[config.mk]
export PLATFORM = sky130hd
export DESIGN_NAME = key_beep_top_flat
export DESIGN_NICKNAME = d
export VERILOG_FILES = /design/src/rtl/key_beep_pkg.sv /design/src/rtl/key_beep_if.sv /design/src/rtl/key_filter.sv /design/src/rtl/key_beep_top.sv /design/src/flat_wrapper.sv
export SDC_FILE = /design/constraint.sdc
export NUM_CORES = 1
export LEC_CHECK = 0
export ABC_CLOCK_PERIOD_IN_PS = 2300
export CAP_MARGIN = 0
export CELL_PAD_IN_SITES_DETAIL_PLACEMENT = 0
export CELL_PAD_IN_SITES_GLOBAL_PLACEMENT = 2
export CORE_MARGIN = 8
export CORE_UTILIZATION = 39
export DETAILED_ROUTE_END_ITERATION = 10
export GPL_ROUTABILITY_DRIVEN = 0
export GPL_TIMING_DRIVEN = 1
export HOLD_SLACK_MARGIN = 0.12
export PLACE_DENSITY_LB_ADDON = 0.12
export SYNTH_ARGS = -nofsm -noshare
export SYNTH_HDL_FRONTEND = slang
export SYNTH_SLANG_ARGS = --single-unit
[constraint.sdc]
create_clock -name sys_clk -period 2.3 [get_ports sys_clk]
set_input_delay 0.46 -clock sys_clk [delete_from_list [all_inputs] [get_ports sys_clk]]
set_output_delay 0.46 -clock sys_clk [all_outputs]
set_load 0.01 [all_outputs]
[src/rtl/key_beep_pkg.sv]
// key_beep_pkg: shared constants for the key/beep demo.
package key_beep_pkg;
  localparam int CNT_W = 20;
  localparam logic KEY_IDLE = 1'b1;
  localparam logic [CNT_W-1:0] CNT_MAX_50MHZ_20MS = 20'd999_999;
endpackage

[src/rtl/key_beep_if.sv]
// key_beep_if: board pins of the demo, raw key in and buzzer enable out.
interface key_beep_if;
  logic key;
  logic beep;
  modport master (output key, input beep);
  modport slave (input key, output beep);
endinterface

[src/rtl/key_filter.sv]
// key_filter: synchronizes and debounces an active-low key into a one-cycle press flag.
module key_filter
  import key_beep_pkg::*;
#(
  parameter logic [CNT_W-1:0] CNT_MAX = CNT_MAX_50MHZ_20MS
) (
  input  logic sys_clk,
  input  logic sys_rst,
  input  logic key,
  output logic key_flag
);
  logic key_s1_q, key_s1_d, key_s_q, key_s_d, key_flag_q, key_flag_d;
  logic [CNT_W-1:0] cnt_q, cnt_d;
  always_comb begin
    key_s1_d   = key;
    key_s_d    = key_s1_q;
    // saturating at CNT_MAX keeps a held key from re-flagging
    cnt_d      = key_s_q ? '0 : (cnt_q == CNT_MAX) ? cnt_q : cnt_q + 1'b1;
    key_flag_d = !key_s_q && (cnt_q == CNT_MAX - 1'b1);
  end
  always_ff @(posedge sys_clk or posedge sys_rst)
    if (sys_rst) begin
      key_s1_q   <= KEY_IDLE;
      key_s_q    <= KEY_IDLE;
      cnt_q      <= '0;
      key_flag_q <= 1'b0;
    end else begin
      key_s1_q   <= key_s1_d;
      key_s_q    <= key_s_d;
      cnt_q      <= cnt_d;
      key_flag_q <= key_flag_d;
    end
  assign key_flag = key_flag_q;
endmodule

[src/rtl/key_beep_top.sv]
// key_beep_top: toggles the buzzer enable once per debounced key press.
module key_beep_top
  import key_beep_pkg::*;
#(
  parameter logic [CNT_W-1:0] CNT_MAX = CNT_MAX_50MHZ_20MS
) (
  input  logic       sys_clk,
  input  logic       sys_rst,
  key_beep_if.slave  io
);
  logic key_flag, beep_q, beep_d;
  key_filter #(.CNT_MAX(CNT_MAX)) u_filt (
    .sys_clk (sys_clk),
    .sys_rst (sys_rst),
    .key     (io.key),
    .key_flag(key_flag)
  );
  always_comb beep_d = beep_q ^ key_flag;
  always_ff @(posedge sys_clk or posedge sys_rst)
    if (sys_rst) beep_q <= 1'b0;
    else         beep_q <= beep_d;
  assign io.beep = beep_q;
endmodule

[src/flat_wrapper.sv]
// flat-port wrapper written by rule: the top's interface ports become plain ports
module key_beep_top_flat import key_beep_pkg::*;
#(
  parameter logic [CNT_W-1:0] CNT_MAX = CNT_MAX_50MHZ_20MS
)
  (sys_clk, sys_rst, io_key, io_beep);
  key_beep_if io_i ();
  input  logic sys_clk;
  input  logic sys_rst;
  input wire logic [$bits(io_i.key)-1:0] io_key;
  output wire logic [$bits(io_i.beep)-1:0] io_beep;
  assign io_i.key = io_key;
  assign io_beep = io_i.beep;
  key_beep_top #(.CNT_MAX(CNT_MAX)) u_core (.sys_clk(sys_clk), .sys_rst(sys_rst), .io(io_i));
endmodule
==> results of run 1 <==
==> state kept, by name, indices dropped and copies added, names as in the netlist <==
| name | count |
|---|---|
| u_core.u_filt.key_s_q | 1 |
| u_core.io.beep | 1 |
| u_core.u_filt.key_s1_q | 1 |
| u_core.u_filt.cnt_q | 20 |
| u_core.u_filt.key_flag | 1 |
==> metrics by stage <==
step	instances	instance area (um^2)	hold WS [ns]	setup slack [ns]
after floorplan	121	1245	0.3452	0.4105
after global placement	167	1335	0.3473	0.3401
after detailed placement	167	1335	0.3485	0.3041
after CTS	171	1371	0.3685	0.2866
after global routing	171	1371	0.3694	0.2340
final	171	1371	0.3664	0.2975
==> kinds of logic (layout without fill, tap and decap cells) <==
| kind of cell | count (synthesis) | count (layout) | share of synthesized area |
|---|---|---|---|
| AOI/OAI and AO/OA | 23 | 23 | 0.1166 |
| and+or+nand+nor | 54 | 54 | 0.2814 |
| adders and majority gates | 2 | 2 | 0.02010 |
| buffers and inverters | 9 | 15 | 0.02913 |
| DFF | 24 | 24 | 0.4844 |
| xor gates and xnor gates | 8 | 8 | 0.05628 |
| muxes | 1 | 1 | 0.01206 |
==> cells in the mapped netlist (3+ instances only) <==
cell type  instances
o21ai_0            5
xnor2_1            6
or3_1              4
a21oi_1            8
dfrtp_1           22
a31oi_1            3
nor3_1             4
nand3_1            4
o21bai_1           3
inv_1              5
nand2_1            6
nor2_1            11
nand4_1            8
==> per-layer routing <==
| metal | vias to the layer above | routed length (um) | share of wire | track usage |
|---|---|---|---|---|
| met2 | 14 | 1114 | 0.44 | 0.1615 |
| li1 | 458 | - | - | - |
| met4 | 0 | 65 | 0.026 | 0.06667 |
| met3 | 7 | 47 | 0.019 | 0.01653 |
| met1 | 472 | 1279 | 0.51 | 0.1412 |
| met5 | - | 0 | 0 | 0 |
==> critical path, cell delays in order, from the launching register on <==
cell and delay (ns):
dfrtp_1 0.46, or4_4 0.56, nor4_4 0.41, nand3_4 0.16
mux2_4 0.32
==> worst paths after layout <==
kind | end | slack (ns) | depth (start not counted)
max in group asynchronous | u_core.u_filt.key_s1_q | 1.54 | 3
max reg2reg | u_core.u_filt.cnt_q[0] | 0.30 | 4
max | u_core.u_filt.cnt_q[0] | 0.30 | 4
min in group asynchronous | u_core.u_filt.cnt_q[2] | 0.47 | 3
min | u_core.u_filt.key_s_q | 0.37 | 0
min reg2reg | u_core.u_filt.key_s_q | 0.37 | 0
==> cell type report <==
class                   count  share of cell area
multi-input cells          88              0.4416
repair buffers              6             0.03832
inverters                   5             0.01369
clock buffers               4             0.02646
well taps                  44             0.04015
flip-flops and latches     24              0.4398
==> power groups by stage <==
stage               Sequential (mW)  Combinational (mW)  Clock (mW)
global placement              0.451              0.0311           0
floorplan                     0.443              0.0246           0
detailed placement            0.452              0.0316           0
CTS                           0.444              0.0320       0.234
finish                        0.444              0.0309       0.222
global route                  0.446              0.0348       0.249
==> impl_metrics.py, run 1 <==
metrics = {
    "status": {
        "status": "finished, final reports clean",
    },
    "route": {
        "drt_iter0_markers": 48,
        "drtAntennaViolNets": 0,
        "vias": 951,
        "drtPass1Iterations": 5,
        "route.detailed.drc": 0,
        "routedWlPerCell_um": 14.65,
        "vias_per_cell": 5.561,
        "wirelength_um": 2506,
    },
    "critical_path": {
        "crit_type": "flip-flop to flip-flop",
        "r2r_start": "u_core.u_filt.cnt_q[12]",
        "cp.required_ns": 2.51,
        "crit_path_start": "u_core.u_filt.cnt_q[12]",
        "startpoint_type": "flip-flop",
        "worstPathMaxFanout": 7,
        "endpoint_kind": "flip-flop",
        "worst_ep_arrival_time_ns": 2.22,
    },
    "die": {
        "design.core.area_mm2": 0.003053,
        "start_util": 0.4078,
        "die_w_um": 72.50,
        "rows": 20,
        "die_h_um": 72.50,
        "die-area_mm2": 0.005256,
        "pin_count": 4,
    },
    "power_and_ir_drop": {
        "intPower_mw": 0.5394,
        "finalPower_mw": 0.6968,
        "comb_power_share": 0.044,
        "leakage_nw": 0.5515,
        "p_per_area_mw_per_mm2": 508.1,
        "seqPwrFrac": 0.637,
        "switching_power_mw": 0.1574,
        "switching_share": 0.2259,
        "pwr-share-clk": 0.319,
        "vdd_drop_max_uv": 232.8,
    },
    "sta": {
        "tightest_slew_ns": 0.4248,
        "finClkSkew_ns": 0.001921,
        "timing.fmax_mhz": 499.4,
        "setup_viol": 0,
        "finalCritPeriodShare": 0.8706,
        "relSlewSlack": 0.7168,
        "tns_ns": 0,
        "grt_setup_unrepaired": "false",
        "hold_violations": 0,
        "drv_slew": 0,
        "period_minus_slack_ns": 2.002,
    },
    "final_layout": {
        "final_common_cell": "dfrtp_1",
        "area_growth_pct": 10.15,
        "layout-drive-gt1-share": 0.1417,
        "multiInputGateArea_um2": 605.6,
        "final_cell_mix": "dfrtp_1 (22), nor2_1 (11), nand4_1 (8), a21oi_1 (8)",
        "num_antenna_cells": 0,
        "nets": 133,
        "seqCellArea_um2": 603.1,
        "fillers": 314,
        "utilization": 0.4492,
    },
    "clocking": {
        "postCtsHoldBufs": 0,
        "clock_sinks": 24,
        "htree_levels": 1,
        "cts_setup_buffers": 0,
        "clkSlewWorstSetupHoldPaths_ns": 0.13,
        "cts_tree": "built",
        "cts-root-buf": "clkbuf_4",
        "cts_buffer_depth": 2,
        "post_cts_resized": 0,
        "numCtsBuffers": 3,
        "clkLatencyLatePin_ns": 0.31,
    },
    "worst_hold_path": {
        "min_from": "u_core.u_filt.key_s1_q",
        "hold_class": "flip-flop to flip-flop",
    },
    "placed_design": {
        "io_buffer_count": 3,
        "dp_hpwl_um": 1748,
    },
    "grt": {
        "grt-ovfl-total": 0,
        "grt_pass1_vias": 959,
        "grt_max_degree": 25,
        "grt_use_total": 0.1078,
        "grt_antenna_before_repair": 0,
        "grt_pass1_wl_um": 4526,
    },
    "yosys": {
        "avgSynthCellArea_um2": 10.29,
        "netlist_instances": 121,
        "async_reset_ff_frac": 1.000,
        "syn_nets": 126,
        "yosysWarnings": 0,
        "syn_area_mm2": 0.001245,
        "synth_top_cell_by_area": "dfrtp_1",
        "synthTopCellsByArea": "dfrtp_1 (44%), dfstp_2 (4.2%), xnor2_1 (4.2%), nand4_1 (4.0%), nor2_1 (3.3%)",
        "synth_cell_type_count": 36,
        "synth_ff_type": "dfrtp_1",
        "synth_edf_count": 0,
        "synth_seq_cells": 24,
        "yosysSeqAreaShare": 0.4844,
        "yosys.area.top_type_share": 0.4422,
    },
    "job": {
        "maxCapViolations": 0,
    },
}
(Power assumes the default switching activity.)
==> inputs of run 2 (changes only) <==
Settings changed: CORE_MARGIN 8 to unset, PLACE_DENSITY_LB_ADDON 0.12 to 0.1.
==> run 2 against run 1 <==
Compared with the run above: die area fell by 35%; core utilization rose by 0.53 points; clock skew rose by 0.0092 ns; global-route usage rose by 6.8 points; non-clock buffer count did not move; clock-buffer cell count fell by 1; fmax barely moved; power rose by 11%; critical path depth did not move; register-to-register slack barely moved; wire length fell by 4.5%; critical endpoint unchanged.
==> impl_metrics.py, run 2 (synthesis gave the netlist of run 1 again) <==
metrics = {
    "clocking": {
        "post_cts_resized": 0,
        "clock_sinks": 24,
        "clkLatencyLatePin_ns": 0.31,
        "cts_setup_buffers": 0,
        "htree_levels": 1,
        "cts_tree": "built",
        "cts_buffer_depth": 2,
        "numCtsBuffers": 3,
        "cts-root-buf": "clkbuf_4",
        "postCtsHoldBufs": 0,
        "clkSlewWorstSetupHoldPaths_ns": 0.14,
    },
    "final_layout": {
        "nets": 133,
        "num_antenna_cells": 0,
        "layout-drive-gt1-share": 0.1417,
        "final_common_cell": "dfrtp_1",
        "largest_reg_flops": 20,
        "max_flop_register": "u_core.u_filt.cnt_q",
        "area_growth_pct": 11.46,
        "multiInputGateArea_um2": 605.6,
        "final_cell_mix": "dfrtp_1 (22), nor2_1 (11), nand4_1 (8), a21oi_1 (8)",
        "seqCellArea_um2": 603.1,
        "finalNonFillerCells": 171,
        "fillers": 312,
    },
    "sta": {
        "drv_slew": 0,
        "grt_setup_unrepaired": "false",
        "setup_viol": 0,
        "timing.fmax_mhz": 499.7,
        "relSlewSlack": 0.6003,
        "tightest_slew_ns": 0.5989,
        "hold_violations": 0,
        "tns_ns": 0,
        "finalCritPeriodShare": 0.8701,
        "period_minus_slack_ns": 2.001,
        "finClkSkew_ns": 0.01113,
    },
    "die": {
        "design.core.area_mm2": 0.003053,
        "die_w_um": 58.50,
        "start_util": 0.4078,
        "rows": 20,
        "die_h_um": 58.50,
        "die-area_mm2": 0.003422,
        "pin_count": 4,
    },
    "critical_path": {
        "worstPathMaxFanout": 7,
        "startpoint_type": "flip-flop",
        "crit_type": "flip-flop to flip-flop",
        "worst_ep_arrival_time_ns": 2.22,
        "cp.required_ns": 2.52,
        "endpoint_kind": "flip-flop",
    },
    "power_and_ir_drop": {
        "p_per_area_mw_per_mm2": 559.5,
        "switching_power_mw": 0.1578,
        "leakage_nw": 0.5585,
        "switching_share": 0.2032,
        "seqPwrFrac": 0.572,
        "comb_power_share": 0.039,
        "vdd_drop_max_uv": 201.9,
        "pwr-share-clk": 0.390,
        "intPower_mw": 0.6186,
    },
    "placed_design": {
        "io_buffer_count": 3,
        "dp_cells": 167,
        "dp_hpwl_um": 1761,
    },
    "grt": {
        "grt_antenna_before_repair": 0,
        "met3_usage": 0.02637,
        "grt_pass1_wl_um": 4478,
        "grt.met1_usage": 0.2546,
        "grt_max_degree": 23,
        "busiest_layer": "met2",
        "grt-ovfl-total": 0,
        "grt_use_total": 0.1762,
        "use_met2": 0.2709,
        "grt_pass1_vias": 935,
    },
    "route": {
        "drt_iter0_markers": 35,
        "routedWlPerCell_um": 14.00,
        "drtAntennaViolNets": 0,
        "route.detailed.drc": 0,
        "vias": 932,
        "wirelength_um": 2394,
        "drtPass1Iterations": 4,
        "vias_per_cell": 5.450,
    },
    "worst_hold_path": {
        "hold_class": "flip-flop to flip-flop",
    },
    "job": {
        "maxCapViolations": 0,
    },
    "status": {
        "status": "finished, final reports clean",
    },
}
## run 2: cell count changes in the layout (fill, tap and decap cells not counted)
cell / previous run / this run
bufinv_16: 0 / 1
clkbuf_8: 1 / 0
## run 2: final timing paths
path	from	endpoint	slack [ns]	cells past startpoint
worst max-delay path	u_core.u_filt.cnt_q[12]	u_core.u_filt.cnt_q[0]	0.30	4
worst min-delay path	u_core.u_filt.key_s1_q	u_core.u_filt.key_s_q	0.37	0
worst max register to register	u_core.u_filt.cnt_q[12]	u_core.u_filt.cnt_q[0]	0.30	4
worst min register to register	u_core.u_filt.key_s1_q	u_core.u_filt.key_s_q	0.37	0
max in group asynchronous	sys_rst	u_core.u_filt.cnt_q[7]	1.23	3
min in group asynchronous	sys_rst	u_core.u_filt.cnt_q[2]	0.50	2
## run 2: routing by layer
layer  vias to the layer above  wire length, um
met2                        16             1116
li1                        462                -
met3                         2               66
met4                         0               17
met1                       452             1195
met5                         -                0
## run 2: power by group through the flow
stage | clock, mW | combinational [mW] | sequential (mW)
6_report | 0.302 | 0.0302 | 0.444
5_1_grt | 0.333 | 0.0354 | 0.446
4_1_cts | 0.315 | 0.0316 | 0.444
3_3_place_gp | 0 | 0.0316 | 0.451
3_5_place_dp | 0 | 0.0313 | 0.452
2_1_floorplan | 0 | 0.0246 | 0.443
## run 2: cell type report
type,instances,area share
Tap cell,44,0.03968
Timing Repair Buffer,6,0.03787
Clock inverter,1,0.02164
Multi-Input combinational cell,88,0.4364
Sequential cell,24,0.4346
Inverter,5,0.01353
Clock buffer,3,0.01623
## run 2: worst max-delay path: stages (launching register included)
cell     delay (ns)
dfrtp_1        0.47
or4_4          0.57
nor4_4         0.40
nand3_4        0.16
mux2_4         0.32
## run 2: through the flow
step	setup WS, ns	util	cell area [um^2]	hold WS, ns	power, mW
2_1_floorplan	0.4105	-	1245	0.3452	0.4679
3_3_place_gp	0.3388	0.4373	1335	0.3476	0.4829
3_5_place_dp	0.3077	0.4373	1335	0.3472	0.4833
4_1_cts	0.2890	0.4545	1388	0.3672	0.7907
5_1_grt	0.2141	0.4545	1388	0.3747	0.8148
6_report	0.2988	0.4545	1388	0.3656	0.7764
